[src/rtl/uart_fifo_core.sv]
// uart_fifo_core: UART with a shared 16x oversample tick, a TX FSM and a
// 16x-oversampling RX FSM, valid/ready FIFOs in both directions, and sticky
// frame/parity/overrun error flags.

// Synchronous FIFO with first-word-fall-through read port and occupancy count.
module uart_fifo_core_fifo #(
  parameter int W  = 8,
  parameter int AW = 4
) (
  input  logic         i_clk,
  input  logic         i_rst,
  input  logic         i_push,
  input  logic [W-1:0] i_wdata,
  input  logic         i_pop,
  output logic [W-1:0] o_rdata,
  output logic [AW:0]  o_count,
  output logic         o_full,
  output logic         o_empty
);
  localparam logic [AW:0] FULL_CNT = {1'b1, {AW{1'b0}}};

  logic [W-1:0]  mem_q [2**AW];
  logic [AW-1:0] wr_ptr_q;
  logic [AW-1:0] rd_ptr_q;
  logic [AW:0]   count_q;
  logic          push_ok;
  logic          pop_ok;

  assign o_full  = (count_q == FULL_CNT);
  assign o_empty = (count_q == '0);
  assign push_ok = i_push & ~o_full;
  assign pop_ok  = i_pop & ~o_empty;
  assign o_rdata = mem_q[rd_ptr_q];
  assign o_count = count_q;

  // Storage array; contents are don't-care until written.
  always_ff @(posedge i_clk) begin
    if (push_ok) begin
      mem_q[wr_ptr_q] <= i_wdata;
    end
  end

  // Pointers wrap modulo depth; push+pop together keeps the count.
  always_ff @(posedge i_clk or negedge i_rst) begin
    if (!i_rst) begin
      wr_ptr_q <= '0;
      rd_ptr_q <= '0;
      count_q  <= '0;
    end else begin
      if (push_ok) wr_ptr_q <= wr_ptr_q + AW'(1);
      if (pop_ok)  rd_ptr_q <= rd_ptr_q + AW'(1);
      case ({push_ok, pop_ok})
        2'b10:   count_q <= count_q + (AW+1)'(1);
        2'b01:   count_q <= count_q - (AW+1)'(1);
        default: count_q <= count_q;
      endcase
    end
  end
endmodule

module uart_fifo_core #(
  parameter int DATA_BITS = 8,
  parameter int CLK_DIV   = 163,
  parameter int PARITY    = 0,
  parameter int STOP_BITS = 1,
  parameter int FIFO_AW   = 4
) (
  input  logic                 i_clk,
  input  logic                 i_rst,
  input  logic                 i_rx,
  output logic                 o_tx,
  input  logic [DATA_BITS-1:0] i_tx_data,
  input  logic                 i_tx_valid,
  output logic                 o_tx_ready,
  output logic                 o_tx_busy,
  output logic [DATA_BITS-1:0] o_rx_data,
  output logic                 o_rx_valid,
  input  logic                 i_rx_ready,
  output logic [FIFO_AW:0]     o_rx_count,
  output logic                 o_err_frame,
  output logic                 o_err_parity,
  output logic                 o_err_overrun,
  input  logic                 i_clr_err
);
  localparam int            CW        = (CLK_DIV > 1) ? $clog2(CLK_DIV) : 1;
  localparam logic [CW-1:0] DIV_MAX   = CW'(CLK_DIV - 1);
  localparam logic          ODD       = (PARITY == 1);
  localparam logic [3:0]    DATA_LAST = 4'(DATA_BITS - 1);
  localparam logic [3:0]    STOP_LAST = 4'(STOP_BITS - 1);

  typedef enum logic [2:0] {
    ST_IDLE, ST_START, ST_DATA, ST_PAR, ST_STOP
  } state_t;

  // Parity bit carried on the line for a given payload.
  function automatic logic par_bit(input logic [DATA_BITS-1:0] d);
    return (^d) ^ ODD;
  endfunction

  // ---------------- tick generator ----------------
  logic [CW-1:0] div_q;
  logic          tick;

  assign tick = (div_q == DIV_MAX);

  // Free-running divider; one-cycle tick at CLK_DIV-1.
  always_ff @(posedge i_clk or negedge i_rst) begin
    if (!i_rst)    div_q <= '0;
    else if (tick) div_q <= '0;
    else           div_q <= div_q + CW'(1);
  end

  // ---------------- TX path ----------------
  logic [DATA_BITS-1:0] tx_fifo_data;
  logic [FIFO_AW:0]     tx_count;
  logic                 tx_full;
  logic                 tx_empty;
  logic                 tx_pop;
  logic                 tx_bit_end;

  state_t               tx_st_q;
  logic [DATA_BITS-1:0] tx_sh_q;
  logic                 tx_par_q;
  logic                 tx_arm_q;
  logic [3:0]           tx_tcnt_q;
  logic [3:0]           tx_bcnt_q;
  logic                 tx_q;

  uart_fifo_core_fifo #(.W(DATA_BITS), .AW(FIFO_AW)) u_tx_fifo (
    .i_clk   (i_clk),
    .i_rst   (i_rst),
    .i_push  (i_tx_valid),
    .i_wdata (i_tx_data),
    .i_pop   (tx_pop),
    .o_rdata (tx_fifo_data),
    .o_count (tx_count),
    .o_full  (tx_full),
    .o_empty (tx_empty)
  );

  assign o_tx_ready = ~tx_full;
  assign o_tx_busy  = (tx_st_q != ST_IDLE) | (tx_count != '0);
  assign o_tx       = tx_q;
  assign tx_bit_end = tick & ~tx_arm_q & (tx_tcnt_q == 4'hF);

  // Pop from IDLE, or straight out of the last stop bit for gapless frames.
  always_comb begin
    tx_pop = 1'b0;
    if (tx_st_q == ST_IDLE) begin
      tx_pop = ~tx_empty;
    end else if ((tx_st_q == ST_STOP) && tx_bit_end && (tx_bcnt_q == STOP_LAST)) begin
      tx_pop = ~tx_empty;
    end else begin
      tx_pop = 1'b0;
    end
  end

  // TX frame sequencer; o_tx is registered and tick-aligned.
  always_ff @(posedge i_clk or negedge i_rst) begin
    if (!i_rst) begin
      tx_st_q   <= ST_IDLE;
      tx_sh_q   <= '0;
      tx_par_q  <= 1'b0;
      tx_arm_q  <= 1'b0;
      tx_tcnt_q <= 4'd0;
      tx_bcnt_q <= 4'd0;
      tx_q      <= 1'b1;
    end else begin
      if (tick) tx_tcnt_q <= ((tx_st_q == ST_IDLE) || tx_arm_q) ? 4'd0 : tx_tcnt_q + 4'd1;
      case (tx_st_q)
        ST_IDLE: begin
          tx_q <= 1'b1;
          if (tx_pop) begin
            tx_sh_q  <= tx_fifo_data;
            tx_par_q <= par_bit(tx_fifo_data);
            tx_arm_q <= 1'b1;
            tx_st_q  <= ST_START;
          end
        end
        ST_START: begin
          if (tx_arm_q) begin
            // Wait for the next tick so the start bit is exactly 16 ticks.
            if (tick) begin
              tx_arm_q <= 1'b0;
              tx_q     <= 1'b0;
            end
          end else if (tx_bit_end) begin
            tx_q      <= tx_sh_q[0];
            tx_sh_q   <= {1'b0, tx_sh_q[DATA_BITS-1:1]};
            tx_bcnt_q <= 4'd0;
            tx_st_q   <= ST_DATA;
          end
        end
        ST_DATA: begin
          if (tx_bit_end) begin
            if (tx_bcnt_q == DATA_LAST) begin
              tx_bcnt_q <= 4'd0;
              if (PARITY != 0) begin
                tx_q    <= tx_par_q;
                tx_st_q <= ST_PAR;
              end else begin
                tx_q    <= 1'b1;
                tx_st_q <= ST_STOP;
              end
            end else begin
              tx_q      <= tx_sh_q[0];
              tx_sh_q   <= {1'b0, tx_sh_q[DATA_BITS-1:1]};
              tx_bcnt_q <= tx_bcnt_q + 4'd1;
            end
          end
        end
        ST_PAR: begin
          if (tx_bit_end) begin
            tx_q      <= 1'b1;
            tx_bcnt_q <= 4'd0;
            tx_st_q   <= ST_STOP;
          end
        end
        ST_STOP: begin
          if (tx_bit_end) begin
            if (tx_bcnt_q == STOP_LAST) begin
              if (tx_pop) begin
                // Next byte starts on this tick: no idle gap.
                tx_sh_q  <= tx_fifo_data;
                tx_par_q <= par_bit(tx_fifo_data);
                tx_q     <= 1'b0;
                tx_st_q  <= ST_START;
              end else begin
                tx_st_q <= ST_IDLE;
              end
            end else begin
              tx_bcnt_q <= tx_bcnt_q + 4'd1;
            end
          end
        end
        default: begin
          tx_q    <= 1'b1;
          tx_st_q <= ST_IDLE;
        end
      endcase
    end
  end

  // ---------------- RX path ----------------
  logic                 sync1_q;
  logic                 sync2_q;
  state_t               rx_st_q;
  logic [3:0]           rx_tcnt_q;
  logic [3:0]           rx_bcnt_q;
  logic [DATA_BITS-1:0] rx_sh_q;
  logic                 rx_pbad_q;
  logic                 rx_push_q;
  logic                 ev_frame_q;
  logic                 ev_par_q;
  logic                 ev_ovr_q;
  logic                 err_frame_q;
  logic                 err_par_q;
  logic                 err_ovr_q;
  logic                 rx_full;
  logic                 rx_empty;

  uart_fifo_core_fifo #(.W(DATA_BITS), .AW(FIFO_AW)) u_rx_fifo (
    .i_clk   (i_clk),
    .i_rst   (i_rst),
    .i_push  (rx_push_q),
    .i_wdata (rx_sh_q),
    .i_pop   (i_rx_ready),
    .o_rdata (o_rx_data),
    .o_count (o_rx_count),
    .o_full  (rx_full),
    .o_empty (rx_empty)
  );

  assign o_rx_valid    = ~rx_empty;
  assign o_err_frame   = err_frame_q;
  assign o_err_parity  = err_par_q;
  assign o_err_overrun = err_ovr_q;

  // Two-flop synchronizer for the asynchronous serial input (idle high).
  always_ff @(posedge i_clk or negedge i_rst) begin
    if (!i_rst) begin
      sync1_q <= 1'b1;
      sync2_q <= 1'b1;
    end else begin
      sync1_q <= i_rx;
      sync2_q <= sync1_q;
    end
  end

  // RX frame sequencer; samples mid-bit and issues one-cycle push/error events.
  always_ff @(posedge i_clk or negedge i_rst) begin
    if (!i_rst) begin
      rx_st_q    <= ST_IDLE;
      rx_tcnt_q  <= 4'd0;
      rx_bcnt_q  <= 4'd0;
      rx_sh_q    <= '0;
      rx_pbad_q  <= 1'b0;
      rx_push_q  <= 1'b0;
      ev_frame_q <= 1'b0;
      ev_par_q   <= 1'b0;
      ev_ovr_q   <= 1'b0;
    end else begin
      rx_push_q  <= 1'b0;
      ev_frame_q <= 1'b0;
      ev_par_q   <= 1'b0;
      ev_ovr_q   <= 1'b0;
      case (rx_st_q)
        ST_IDLE: begin
          if (tick && !sync2_q) begin
            rx_tcnt_q <= 4'd0;
            rx_st_q   <= ST_START;
          end
        end
        ST_START: begin
          if (tick) begin
            if (rx_tcnt_q == 4'd7) begin
              rx_tcnt_q <= 4'd0;
              rx_bcnt_q <= 4'd0;
              rx_pbad_q <= 1'b0;
              rx_st_q   <= sync2_q ? ST_IDLE : ST_DATA;
            end else begin
              rx_tcnt_q <= rx_tcnt_q + 4'd1;
            end
          end
        end
        ST_DATA: begin
          if (tick) begin
            if (rx_tcnt_q == 4'hF) begin
              rx_tcnt_q <= 4'd0;
              rx_sh_q   <= {sync2_q, rx_sh_q[DATA_BITS-1:1]};
              if (rx_bcnt_q == DATA_LAST) begin
                rx_st_q <= (PARITY != 0) ? ST_PAR : ST_STOP;
              end else begin
                rx_bcnt_q <= rx_bcnt_q + 4'd1;
              end
            end else begin
              rx_tcnt_q <= rx_tcnt_q + 4'd1;
            end
          end
        end
        ST_PAR: begin
          if (tick) begin
            if (rx_tcnt_q == 4'hF) begin
              rx_tcnt_q <= 4'd0;
              rx_pbad_q <= (sync2_q != par_bit(rx_sh_q));
              rx_st_q   <= ST_STOP;
            end else begin
              rx_tcnt_q <= rx_tcnt_q + 4'd1;
            end
          end
        end
        ST_STOP: begin
          if (tick) begin
            if (rx_tcnt_q == 4'hF) begin
              rx_tcnt_q <= 4'd0;
              rx_st_q   <= ST_IDLE;
              if (!sync2_q) begin
                ev_frame_q <= 1'b1;
              end else if (rx_full) begin
                ev_ovr_q <= 1'b1;
              end else begin
                rx_push_q <= 1'b1;
                ev_par_q  <= rx_pbad_q;
              end
            end else begin
              rx_tcnt_q <= rx_tcnt_q + 4'd1;
            end
          end
        end
        default: begin
          rx_st_q <= ST_IDLE;
        end
      endcase
    end
  end

  // Sticky error flags; a new event wins over a same-cycle clear.
  always_ff @(posedge i_clk or negedge i_rst) begin
    if (!i_rst) begin
      err_frame_q <= 1'b0;
      err_par_q   <= 1'b0;
      err_ovr_q   <= 1'b0;
    end else begin
      err_frame_q <= ev_frame_q | (err_frame_q & ~i_clr_err);
      err_par_q   <= ev_par_q   | (err_par_q   & ~i_clr_err);
      err_ovr_q   <= ev_ovr_q   | (err_ovr_q   & ~i_clr_err);
    end
  end
endmodule
[config.mk]
export PLATFORM = sky130hd
export DESIGN_NAME = uart_fifo_core
export DESIGN_NICKNAME = d
export VERILOG_FILES = /design/src/rtl/uart_fifo_core.sv
export SDC_FILE = /design/constraint.sdc
export NUM_CORES = 1
export LEC_CHECK = 0
export BUFFER_PORTS_ARGS = -buffer_cell sky130_fd_sc_hd__clkbuf_2
export CAP_MARGIN = 15
export CORE_MARGIN = 3
export CORE_UTILIZATION = 29
export DETAILED_ROUTE_END_ITERATION = 16
export HOLD_SLACK_MARGIN = 0.03
export SYNTH_ARGS = -nofsm -noshare
export SYNTH_HDL_FRONTEND = slang
export SYNTH_SLANG_ARGS = --single-unit
export TNS_END_PERCENT = 100
[constraint.sdc]
create_clock -name i_clk -period 4.2 [get_ports i_clk]
set_input_delay 0.84 -clock i_clk [delete_from_list [all_inputs] [get_ports i_clk]]
set_output_delay 0.84 -clock i_clk [all_outputs]
set_load 0.01 [all_outputs]
==> results.cfg <==
[placement]
gp_congestion = 0.7655
hpwl_mm = 17.96
numPortBuffers = 33
dpl_worst_slack_ns = 1.105

[die]
initial_core_util = 0.2971
fp.dieArea_um2 = 52240
core_um2 = 48350
num_io_pins = 34
rows = 80
die_w_um = 228.6
dieHeight_um = 228.6

[layout]
drive_gt1_frac = 0.2084
n_antenna_cell = 0
num-fill-cells = 4627
area_growth_pct = 14.57
layout_common_cells = edfxtp_1 (256), dfrtp_1 (79), mux4_2 (58), nand2_1 (51), nor2_1 (50)
final_nets = 963
layout_commonest_cell = edfxtp_1

[setup_path]
endpoint_kind = output port
rr_worst_depth = 12
slowest_delay_ns = 0.75
worstPathCellList = buf_12 > mux4_2 > mux4_2 > clkbuf_2
worstPathRequired_ns = 3.36
crit_path_frequent_cell = mux4_2
cp_max_fo = 19
r2r_start = u_tx_fifo.o_count[1]$_DFFE_PN0P_
critPathLaunch = u_rx_fifo.rd_ptr_q[0]$_DFFE_PN0P_
crit_type = reg2out
crit_arrival_ns = 2.72
start_kind = flop
crit_slowest_cell = dfrtp_2

[grt]
first_global_vias = 7787
grt_pass1_wl_mm = 45.13
grt_max_degree = 53
antenna_found_initial = 0
overflow = 0
grt.total_usage = 0.1072

[clock_network]
cts.path.max_buffers = 3
ctsResizeCount = 0
ctsHoldBuffers = 0
cts_made_buffers = 36
clkTransAtPathRegs_ns = 0.06
h-tree-depth = 2
cts_tree = done
numClockSinks = 340
post-cts-setup-buffers = 0
cts_root_buffer = clkbuf_16
clock_latency_ns = 0.53

[logic_synthesis]
synth_edf_count = 256
yosysSeqAreaShare = 0.6817
synth_cells = 884
ys_seq_elements = 340
synthFlopType = edfxtp_1
synth_area_um2 = 14370
yosys_warnings = 0
ys_types = 67
synth_nets = 924
async_flop_share = 0.2471
synth.avg_cell_area_um2 = 16.25

[pwr]
total_power_mw = 8.039
peakVddDrop_mv = 0.3309
powerDensity_nw_per_um2 = 488.4
p_leak_nw = 5.338

[timing]
setup_viol = 0
fin_tns_setup_ns = 0
whs_ns = 0.3587
finalHoldViolCount = 0
rsz0062_at_grt = false
maxSlewHeadroom = 0.2919
fmax_ghz = 0.2807
clock_skew_ns = 0.01486
period_needed_ns = 3.562
timing.final.crit_share = 0.8481
worst_pin_slew_ns = 1.058
slew_viol_final = 0
setup_ws_ns = 0.6380

[detailed_routing]
dr.pass1.iters = 5
drcViolationCount = 0
routedWlPerCell_um = 17.26
wl_mm = 27.72
ant_nets = 0
drt_iter0_drc = 490
viasPerCell = 4.686
vias = 7525

[flow_run]
drv_cap = 0

[outcome]
status = finished clean

[worst_hold_path]
min_from = sync1_q$_DFF_PN1_
min_path_type = reg2reg
hold_depth = 0
==> final timing paths <==
path	end	slack [ns]
setup / recovery	o_rx_data[1]	0.64
max in group asynchronous	sync1_q$_DFF_PN1_	2.97
hold / removal	sync2_q$_DFF_PN1_	0.36
min in group asynchronous	tx_sh_q[7]$_DFFE_PN0P_	0.39
hold reg to reg	sync2_q$_DFF_PN1_	0.36
setup reg to reg	u_tx_fifo.o_count[4]$_DFFE_PN0P_	1.08
==> state kept, by name, summed over array words and instances (netlist names), 3 cells and up <==
name / flops
u_tx_fifo.rd_ptr_q: 4
u_tx_fifo.mem_q: 128
rx_st_q: 3
u_rx_fifo.mem_q: 128
u_tx_fifo.o_count: 5
tx_sh_q: 8
rx_tcnt_q: 4
rx_bcnt_q: 4
div_q: 8
u_rx_fifo.wr_ptr_q: 4
tx_bcnt_q: 4
rx_sh_q: 8
tx_st_q: 3
u_rx_fifo.o_count: 5
u_tx_fifo.wr_ptr_q: 4
tx_tcnt_q: 4
u_rx_fifo.rd_ptr_q: 4
==> cells by family (layout without fill, tap and decap cells) <==
| family | count (synthesis) | after routing | share of synthesized area |
|---|---|---|---|
| DFF | 340 | 340 | 0.6817 |
| and+or+nand+nor | 186 | 186 | 0.06559 |
| muxes | 118 | 118 | 0.1347 |
| AOI/OAI and AO/OA | 108 | 108 | 0.05191 |
| buffers and inverters | 68 | 134 | 0.01873 |
| xor gates and xnor gates | 38 | 38 | 0.02413 |
| adders and majority gates | 26 | 26 | 0.02317 |
==> where the power goes <==
group | total [mW] | leakage (nW) | internal (mW) | switching, mW
Clock | 3.12 | 0.562 | 1.83 | 1.29
Combinational | 0.872 | 1.66 | 0.397 | 0.475
Sequential | 4.04 | 3.11 | 3.82 | 0.223
==> Yosys cell counts, types with 3 or more instances <==
library cell	n	area share
mux2i_1	37	0.026
mux4_2	58	0.091
ha_1	25	0.022
nor2b_1	6	0.0026
xor2_1	13	0.0079
clkbuf_1	26	0.0068
dfrtp_1	81	0.14
a21oi_1	17	0.0059
inv_1	25	0.0065
nor3_1	12	0.0042
dfstp_2	3	0.0055
nand2_1	51	0.013
nor4_1	4	0.0017
mux2_2	23	0.018
nand4_1	6	0.0026
xnor2_1	24	0.015
nand2b_1	11	0.0048
nand3_1	12	0.0042
buf_2	10	0.0035
a22oi_1	13	0.0068
nand3b_1	4	0.0021
a22o_1	5	0.0030
a31oi_1	6	0.0026
a21o_1	10	0.0052
and2_1	4	0.0017
or2_2	3	0.0013
nor2_1	50	0.013
and3_1	4	0.0017
buf_1	6	0.0016
o221ai_1	6	0.0037
o21bai_1	3	0.0016
o21ai_0	27	0.0094
edfxtp_1	256	0.54
==> worst max-delay path, delay by kind of cell (launching register included) <==
kind | cells | cell delay [ns]
buf+inv | 2 | 0.42
flops | 1 | 0.75
mux | 2 | 1.02
==> layer usage <==
layer	GRT usage	up-vias	wire, µm
met3	0.02119	47	1267
met5	0	-	0
li1	-	3494	-
met4	0.02960	0	590
met1	0.1415	3839	12280
met2	0.1806	145	13580
==> layout make-up <==
class / count / area, µm² / share of cell area
Timing Repair Buffer: 44 / 262.8 / 0.01596
Clock buffer: 45 / 965.9 / 0.05869
Multi-Input combinational cell: 476 / 4323 / 0.2627
Tap cell: 656 / 820.8 / 0.04987
Inverter: 25 / 93.84 / 0.005702
Sequential cell: 340 / 9796 / 0.5952
Clock inverter: 20 / 196.4 / 0.01194
==> per-stage QoR <==
stage	cells	util	instance area, µm²
2_1_floorplan	884	-	14370
3_3_place_gp	1541	0.3164	15300
3_5_place_dp	1541	0.3164	15300
4_1_cts	1606	0.3404	16460
5_1_grt	1606	0.3404	16460
6_report	1606	0.3404	16460
No activity file was read; power rests on OpenSTA's default activity.
